[config.mk]
export PLATFORM = sky130hd
export DESIGN_NAME = sprite_pattern_responder_flat
export DESIGN_NICKNAME = d
export VERILOG_FILES = /design/src/rtl/sprite_pattern_responder_if.sv /design/src/rtl/sprite_pattern_responder.sv /design/src/flat_wrapper.sv
export SDC_FILE = /design/constraint.sdc
export NUM_CORES = 1
export LEC_CHECK = 0
export ABC_AREA = 1
export BUFFER_PORTS_ARGS = -buffer_cell sky130_fd_sc_hd__buf_2
export CAP_MARGIN = 20
export CORE_MARGIN = 2
export CORE_UTILIZATION = 28
export CTS_CLUSTER_SIZE = 8
export DETAILED_ROUTE_END_ITERATION = 7
export HOLD_SLACK_MARGIN = 0.03
export PLACE_DENSITY_LB_ADDON = 0.2
export SLEW_MARGIN = 40
export SYNTH_ARGS = -nofsm -noshare
export SYNTH_HDL_FRONTEND = slang
export SYNTH_SLANG_ARGS = --single-unit
[constraint.sdc]
create_clock -name clk -period 4.4 [get_ports clk]
set_input_delay 0.88 -clock clk [delete_from_list [all_inputs] [get_ports clk]]
set_output_delay 0.88 -clock clk [all_outputs]
set_load 0.05 [all_outputs]
[src/rtl/sprite_pattern_responder_if.sv]
// Request/response handshake bundle between the sprite engine and the pattern-row responder.
interface sprite_pattern_responder_if #(
  parameter int ADDR_W = 13,
  parameter int DATA_W = 32
);
  logic              req_valid;
  logic              req_ready;
  logic [ADDR_W-1:0] req_addr;
  logic [1:0]        req_tag;
  logic              req_xmirror;
  logic              rsp_valid;
  logic              rsp_ready;
  logic [DATA_W-1:0] rsp_data;
  logic [1:0]        rsp_tag;

  modport master (
    output req_valid, req_addr, req_tag, req_xmirror, rsp_ready,
    input  req_ready, rsp_valid, rsp_data, rsp_tag
  );

  modport slave (
    input  req_valid, req_addr, req_tag, req_xmirror, rsp_ready,
    output req_ready, rsp_valid, rsp_data, rsp_tag
  );
endinterface

[src/rtl/sprite_pattern_responder.sv]
// Pattern-row fetch responder: one RAM read per request, show-ahead response FIFO with credit-style occupancy.
// Optional horizontal nibble mirroring is enabled by defining SPRITE_PATTERN_XMIRROR_EN.
module sprite_pattern_responder #(
  parameter int ADDR_W     = 13,
  parameter int DATA_W     = 32,
  parameter int RAM_LAT    = 2,
  parameter int FIFO_DEPTH = 4
) (
  input  logic                clk,
  input  logic                rst,
  sprite_pattern_responder_if.slave bus,
  output logic                ram_rd_en,
  output logic [ADDR_W-1:0]   ram_addr,
  input  logic [DATA_W-1:0]   ram_rd_data,
  output logic                busy
);

  localparam int PTR_W = $clog2(FIFO_DEPTH);
  localparam int CNT_W = $clog2(FIFO_DEPTH + 1);

  logic [CNT_W-1:0]  occ;
  logic [CNT_W-1:0]  fifo_cnt;
  logic [PTR_W-1:0]  wr_ptr;
  logic [PTR_W-1:0]  rd_ptr;
  logic [DATA_W-1:0] mem_data [FIFO_DEPTH];
  logic [1:0]        mem_tag  [FIFO_DEPTH];
  logic [RAM_LAT-1:0] pipe_valid;
  logic [1:0]        pipe_tag [RAM_LAT];
  logic              accept;
  logic              pop;
  logic              fifo_wr;
  logic [DATA_W-1:0] wr_data;

  // Occupancy counts in-flight reads too, so a full count means the FIFO can never overflow.
  assign bus.req_ready = (occ < CNT_W'(FIFO_DEPTH)) && !rst;
  assign accept        = bus.req_valid && bus.req_ready;
  assign ram_rd_en     = accept;
  assign ram_addr      = bus.req_addr;
  assign bus.rsp_valid = (fifo_cnt != '0);
  assign pop           = bus.rsp_valid && bus.rsp_ready;
  assign fifo_wr       = pipe_valid[RAM_LAT-1];
  assign bus.rsp_data  = bus.rsp_valid ? mem_data[rd_ptr] : '0;
  assign bus.rsp_tag   = bus.rsp_valid ? mem_tag[rd_ptr]  : 2'd0;
  assign busy          = (occ != '0);

`ifdef SPRITE_PATTERN_XMIRROR_EN
  logic [RAM_LAT-1:0] pipe_mirror;

  function automatic logic [DATA_W-1:0] nibble_reverse(input logic [DATA_W-1:0] d);
    logic [DATA_W-1:0] r;
    r = '0;
    for (int i = 0; i < 8; i++) r[4*i +: 4] = d[4*(7-i) +: 4];
    return r;
  endfunction

  always_ff @(posedge clk or posedge rst) begin
    if (rst) begin
      pipe_mirror <= '0;
    end else begin
      pipe_mirror[0] <= bus.req_xmirror;
      for (int k = 1; k < RAM_LAT; k++) pipe_mirror[k] <= pipe_mirror[k-1];
    end
  end

  assign wr_data = pipe_mirror[RAM_LAT-1] ? nibble_reverse(ram_rd_data) : ram_rd_data;
`else
  logic unused_xmirror;
  assign unused_xmirror = bus.req_xmirror;
  assign wr_data        = ram_rd_data;
`endif

  // Read pipeline never stalls; clearing it on reset drops data for pre-reset reads.
  always_ff @(posedge clk or posedge rst) begin
    if (rst) begin
      pipe_valid <= '0;
      for (int k = 0; k < RAM_LAT; k++) pipe_tag[k] <= 2'd0;
    end else begin
      pipe_valid[0] <= accept;
      pipe_tag[0]   <= bus.req_tag;
      for (int k = 1; k < RAM_LAT; k++) begin
        pipe_valid[k] <= pipe_valid[k-1];
        pipe_tag[k]   <= pipe_tag[k-1];
      end
    end
  end

  always_ff @(posedge clk or posedge rst) begin
    if (rst) begin
      occ      <= '0;
      fifo_cnt <= '0;
      wr_ptr   <= '0;
      rd_ptr   <= '0;
    end else begin
      case ({accept, pop})
        2'b10:   occ <= occ + CNT_W'(1);
        2'b01:   occ <= occ - CNT_W'(1);
        default: occ <= occ;
      endcase
      case ({fifo_wr, pop})
        2'b10:   fifo_cnt <= fifo_cnt + CNT_W'(1);
        2'b01:   fifo_cnt <= fifo_cnt - CNT_W'(1);
        default: fifo_cnt <= fifo_cnt;
      endcase
      if (fifo_wr) wr_ptr <= wr_ptr + PTR_W'(1);
      if (pop)     rd_ptr <= rd_ptr + PTR_W'(1);
    end
  end

  always_ff @(posedge clk) begin
    if (fifo_wr) begin
      mem_data[wr_ptr] <= wr_data;
      mem_tag[wr_ptr]  <= pipe_tag[RAM_LAT-1];
    end
  end

endmodule

[src/flat_wrapper.sv]
// flat-port wrapper written by rule: the top's interface ports become plain ports
module sprite_pattern_responder_flat 
#(
  parameter int ADDR_W     = 13,
  parameter int DATA_W     = 32,
  parameter int RAM_LAT    = 2,
  parameter int FIFO_DEPTH = 4
)
  (clk, rst, ram_rd_en, ram_addr, ram_rd_data, busy, bus_req_valid, bus_req_addr, bus_req_tag, bus_req_xmirror, bus_rsp_ready, bus_req_ready, bus_rsp_valid, bus_rsp_data, bus_rsp_tag);
  sprite_pattern_responder_if #(.ADDR_W(ADDR_W), .DATA_W(DATA_W)) bus_i ();
  input  logic clk;
  input  logic rst;
  output logic ram_rd_en;
  output logic [ADDR_W-1:0] ram_addr;
  input  logic [DATA_W-1:0] ram_rd_data;
  output logic busy;
  input wire logic [$bits(bus_i.req_valid)-1:0] bus_req_valid;
  input wire logic [$bits(bus_i.req_addr)-1:0] bus_req_addr;
  input wire logic [$bits(bus_i.req_tag)-1:0] bus_req_tag;
  input wire logic [$bits(bus_i.req_xmirror)-1:0] bus_req_xmirror;
  input wire logic [$bits(bus_i.rsp_ready)-1:0] bus_rsp_ready;
  output wire logic [$bits(bus_i.req_ready)-1:0] bus_req_ready;
  output wire logic [$bits(bus_i.rsp_valid)-1:0] bus_rsp_valid;
  output wire logic [$bits(bus_i.rsp_data)-1:0] bus_rsp_data;
  output wire logic [$bits(bus_i.rsp_tag)-1:0] bus_rsp_tag;
  assign bus_i.req_valid = bus_req_valid;
  assign bus_i.req_addr = bus_req_addr;
  assign bus_i.req_tag = bus_req_tag;
  assign bus_i.req_xmirror = bus_req_xmirror;
  assign bus_i.rsp_ready = bus_rsp_ready;
  assign bus_req_ready = bus_i.req_ready;
  assign bus_rsp_valid = bus_i.rsp_valid;
  assign bus_rsp_data = bus_i.rsp_data;
  assign bus_rsp_tag = bus_i.rsp_tag;
  sprite_pattern_responder #(.ADDR_W(ADDR_W), .DATA_W(DATA_W), .RAM_LAT(RAM_LAT), .FIFO_DEPTH(FIFO_DEPTH)) u_core (.clk(clk), .rst(rst), .bus(bus_i), .ram_rd_en(ram_rd_en), .ram_addr(ram_addr), .ram_rd_data(ram_rd_data), .busy(busy));
endmodule
==> results.py <==
metrics = {
    "clock_network": {
        "cts_tree": "yes",
        "post_cts_resized": 0,
        "clk_latency_ns": 0.42,
        "cts.hold.buffers_added": 0,
        "cts_buffer_depth": 2,
        "root_buffer": "clkbuf_16",
        "post_cts_buffers": 0,
        "clk_pin_slew_ns": 0.06,
        "cts_made_buffers": 17,
        "cts-htree-levels": 4,
        "cts.sink_count": 152,
    },
    "power": {
        "power.share.clock_pct": 26.5,
        "internal_power_uw": 3310,
        "switching_share_pct": 43.5,
        "irDropWorstVdd_mv": 0.316,
        "p_seq_share_pct": 30.8,
        "finalPower_uw": 5850,
        "p_per_area_nw_per_um2": 745,
        "p_comb_share_pct": 42.7,
        "p_sw_uw": 2550,
        "leakage_uw": 0.00352,
    },
    "logic_synthesis": {
        "ys_types": 19,
        "synth_seq_cells": 152,
        "synth_area_sq_um": 6630,
        "seq_area_frac_synth_pct": 67.6,
        "avgSynthCellArea_sq_um": 10.5,
        "syn_nets": 692,
        "ys_warn_count": 0,
        "netlist_instances": 632,
    },
    "placement": {
        "place_congestion": 0.668,
        "place_area_sq_um": 7210,
        "post-place-ws_ns": 1.71,
        "dp_hpwl_microns": 7600,
        "portBuffers": 75,
    },
    "floorplanning": {
        "coreArea_sq_um": 23300,
        "dieHeight_microns": 158,
        "initial_core_util_pct": 28.4,
        "num_rows": 56,
        "dieWidth_microns": 158,
        "dieArea_sq_um": 24900,
        "io_pins": 103,
    },
    "timing": {
        "worst_slew_pin_slew_ns": 0.665,
        "skew_ns": 0.00813,
        "max_freq_ghz": 0.327,
        "min_period_over_period_pct": 69.6,
        "relSlewSlack_pct": 55.6,
        "min_period_ns": 3.06,
        "hold_slack_ns": 0.347,
        "rsz0062_at_grt": "false",
        "setup_violations": 0,
        "layout_setup_ws_ns": 1.34,
        "maxSlewViolCount": 0,
        "hold_violations": 0,
        "setup-tns-final_ns": 0,
    },
    "final_layout": {
        "drive_gt1_share_pct": 16.8,
        "mostFrequentLayoutCell": "nand2_1",
        "design_area_sq_um": 7850,
        "syn_to_final_growth_pct": 18.4,
        "finalNetCount": 751,
        "layout_common_cells": "nand2_1, inv_1, edfxtp_1",
    },
    "min_path": {
        "min_path_type": "reg2reg",
    },
    "critical_path": {
        "cp_max_fo": 35,
        "r2r_slack_ns": 2.29,
        "worst_ep_arrival_time_ns": 2.18,
        "critPathKind": "reg2out",
        "setup.worst_path.start_class": "register",
        "cp.required_ns": 3.52,
        "crit_path_end_kind": "output port",
    },
    "routing": {
        "ant_nets": 0,
        "num_vias": 4113,
        "wl_per_cell_microns": 13.9,
        "routed_wl_microns": 14200,
        "first_iter_violations": 183,
        "via_per_inst": 4.02,
        "drc_errors": 0,
        "first_pass_iters": 6,
    },
    "grt": {
        "grt_pass1_wl_microns": 22200,
        "grt_remaining_overflow": 0,
        "grt_pass1_vias": 4013,
        "antenna_found_initial": 1,
        "gr-usage-all-layers_pct": 12.2,
        "grt_start_max_net_pins": 71,
    },
    "job": {
        "drv_cap": 0,
    },
    "status": {
        "status": "completed",
    },
}
## registers in the layout, indices dropped and copies added (netlist names)
name / cells
u_core.fifo_cnt: 3
u_core.mem_data: 128
u_core.mem_tag: 8
u_core.occ: 3
u_core.pipe_tag: 4
u_core.pipe_valid: 2
u_core.rd_ptr: 2
u_core.wr_ptr: 2
## path summary, 6_finish.rpt
| kind | startpoint | endpoint | cells past startpoint |
|---|---|---|---|
| setup / recovery | u_core.rd_ptr[0]$_DFFE_PP0P_ | bus_rsp_data[19] | 6 |
| hold / removal | u_core.pipe_tag[3]$_DFF_PP0_ | u_core.pipe_tag[1]$_DFF_PP0_ | 0 |
| setup reg to reg | u_core.fifo_cnt[1]$_DFFE_PP0P_ | u_core.occ[2]$_DFFE_PP0P_ | 9 |
| hold reg to reg | u_core.pipe_tag[3]$_DFF_PP0_ | u_core.pipe_tag[1]$_DFF_PP0_ | 0 |
| max in group asynchronous | rst | u_core.rd_ptr[0]$_DFFE_PP0P_ | 2 |
| min in group asynchronous | rst | u_core.pipe_valid[0]$_DFF_PP0_ | 2 |
## final cells by class
class / count / area, sq um
inverters: 157 / 604
diodes: 1 / 2.50
well taps: 319 / 399
clock inverters: 7 / 140
repair buffers: 79 / 409
flip-flops and latches: 152 / 4490
fillers: 2376 / 15500
clock buffers: 25 / 495
multi-input cells: 284 / 1320
## synth_stat cells, drive strengths merged
| cell type | count | area, sq um |
|---|---|---|
| or2 | 1 | 6.26 |
| xor2 | 1 | 8.76 |
| nor2 | 2 | 7.51 |
| o21ai | 3 | 15.0 |
| a21oi | 34 | 170 |
| buf | 32 | 218 |
| nand4 | 2 | 12.5 |
| inv | 157 | 589 |
| fa | 2 | 40.0 |
| ha | 6 | 75.1 |
| dfrtp | 16 | 400 |
| nand2 | 158 | 593 |
| edfxtp | 136 | 4080 |
| xnor2 | 3 | 26.3 |
| clkbuf | 7 | 26.3 |
| nand3 | 72 | 360 |
## kinds of logic after synthesis
family,share of synthesized area [%]
AO/OA/AOI/OAI,2.79
XOR/XNOR,0.528
adder cells (fa/ha/maj),1.74
buffers and inverters,12.6
flip-flops,67.6
AND/OR/NAND/NOR,14.8
## stage by stage
step                      std cells  utilization, %
after floorplan                 632               -
after global placement          991            30.8
after detailed placement        991            30.9
after CTS                      1023            33.6
after global routing           1023            33.6
final                          1024            33.7
## power groups by stage
| stage | clock network (uW) | logic [uW] | registers [uW] |
|---|---|---|---|
| after global placement | 0 | 2540 | 1830 |
| after global routing | 1650 | 2730 | 1820 |
| after CTS | 1590 | 2560 | 1810 |
| after floorplan | 0 | 1980 | 1820 |
| final | 1550 | 2500 | 1810 |
| after detailed placement | 0 | 2560 | 1840 |
## per-layer routing
metal	wire length, microns	global-route usage, %
met2	6990	20.4
met4	121	3.59
met5	0	0
met1	6330	14.9
met3	779	4.11
## worst max-delay path, cell delays in order, from the launching register on
cell     delay (ns)
dfrtp_2        0.41
inv_2          0.50
buf_4          0.36
nand2_1        0.08
nand3_1        0.07
a21oi_1        0.09
buf_2          0.25
(Power assumes the default switching activity.)
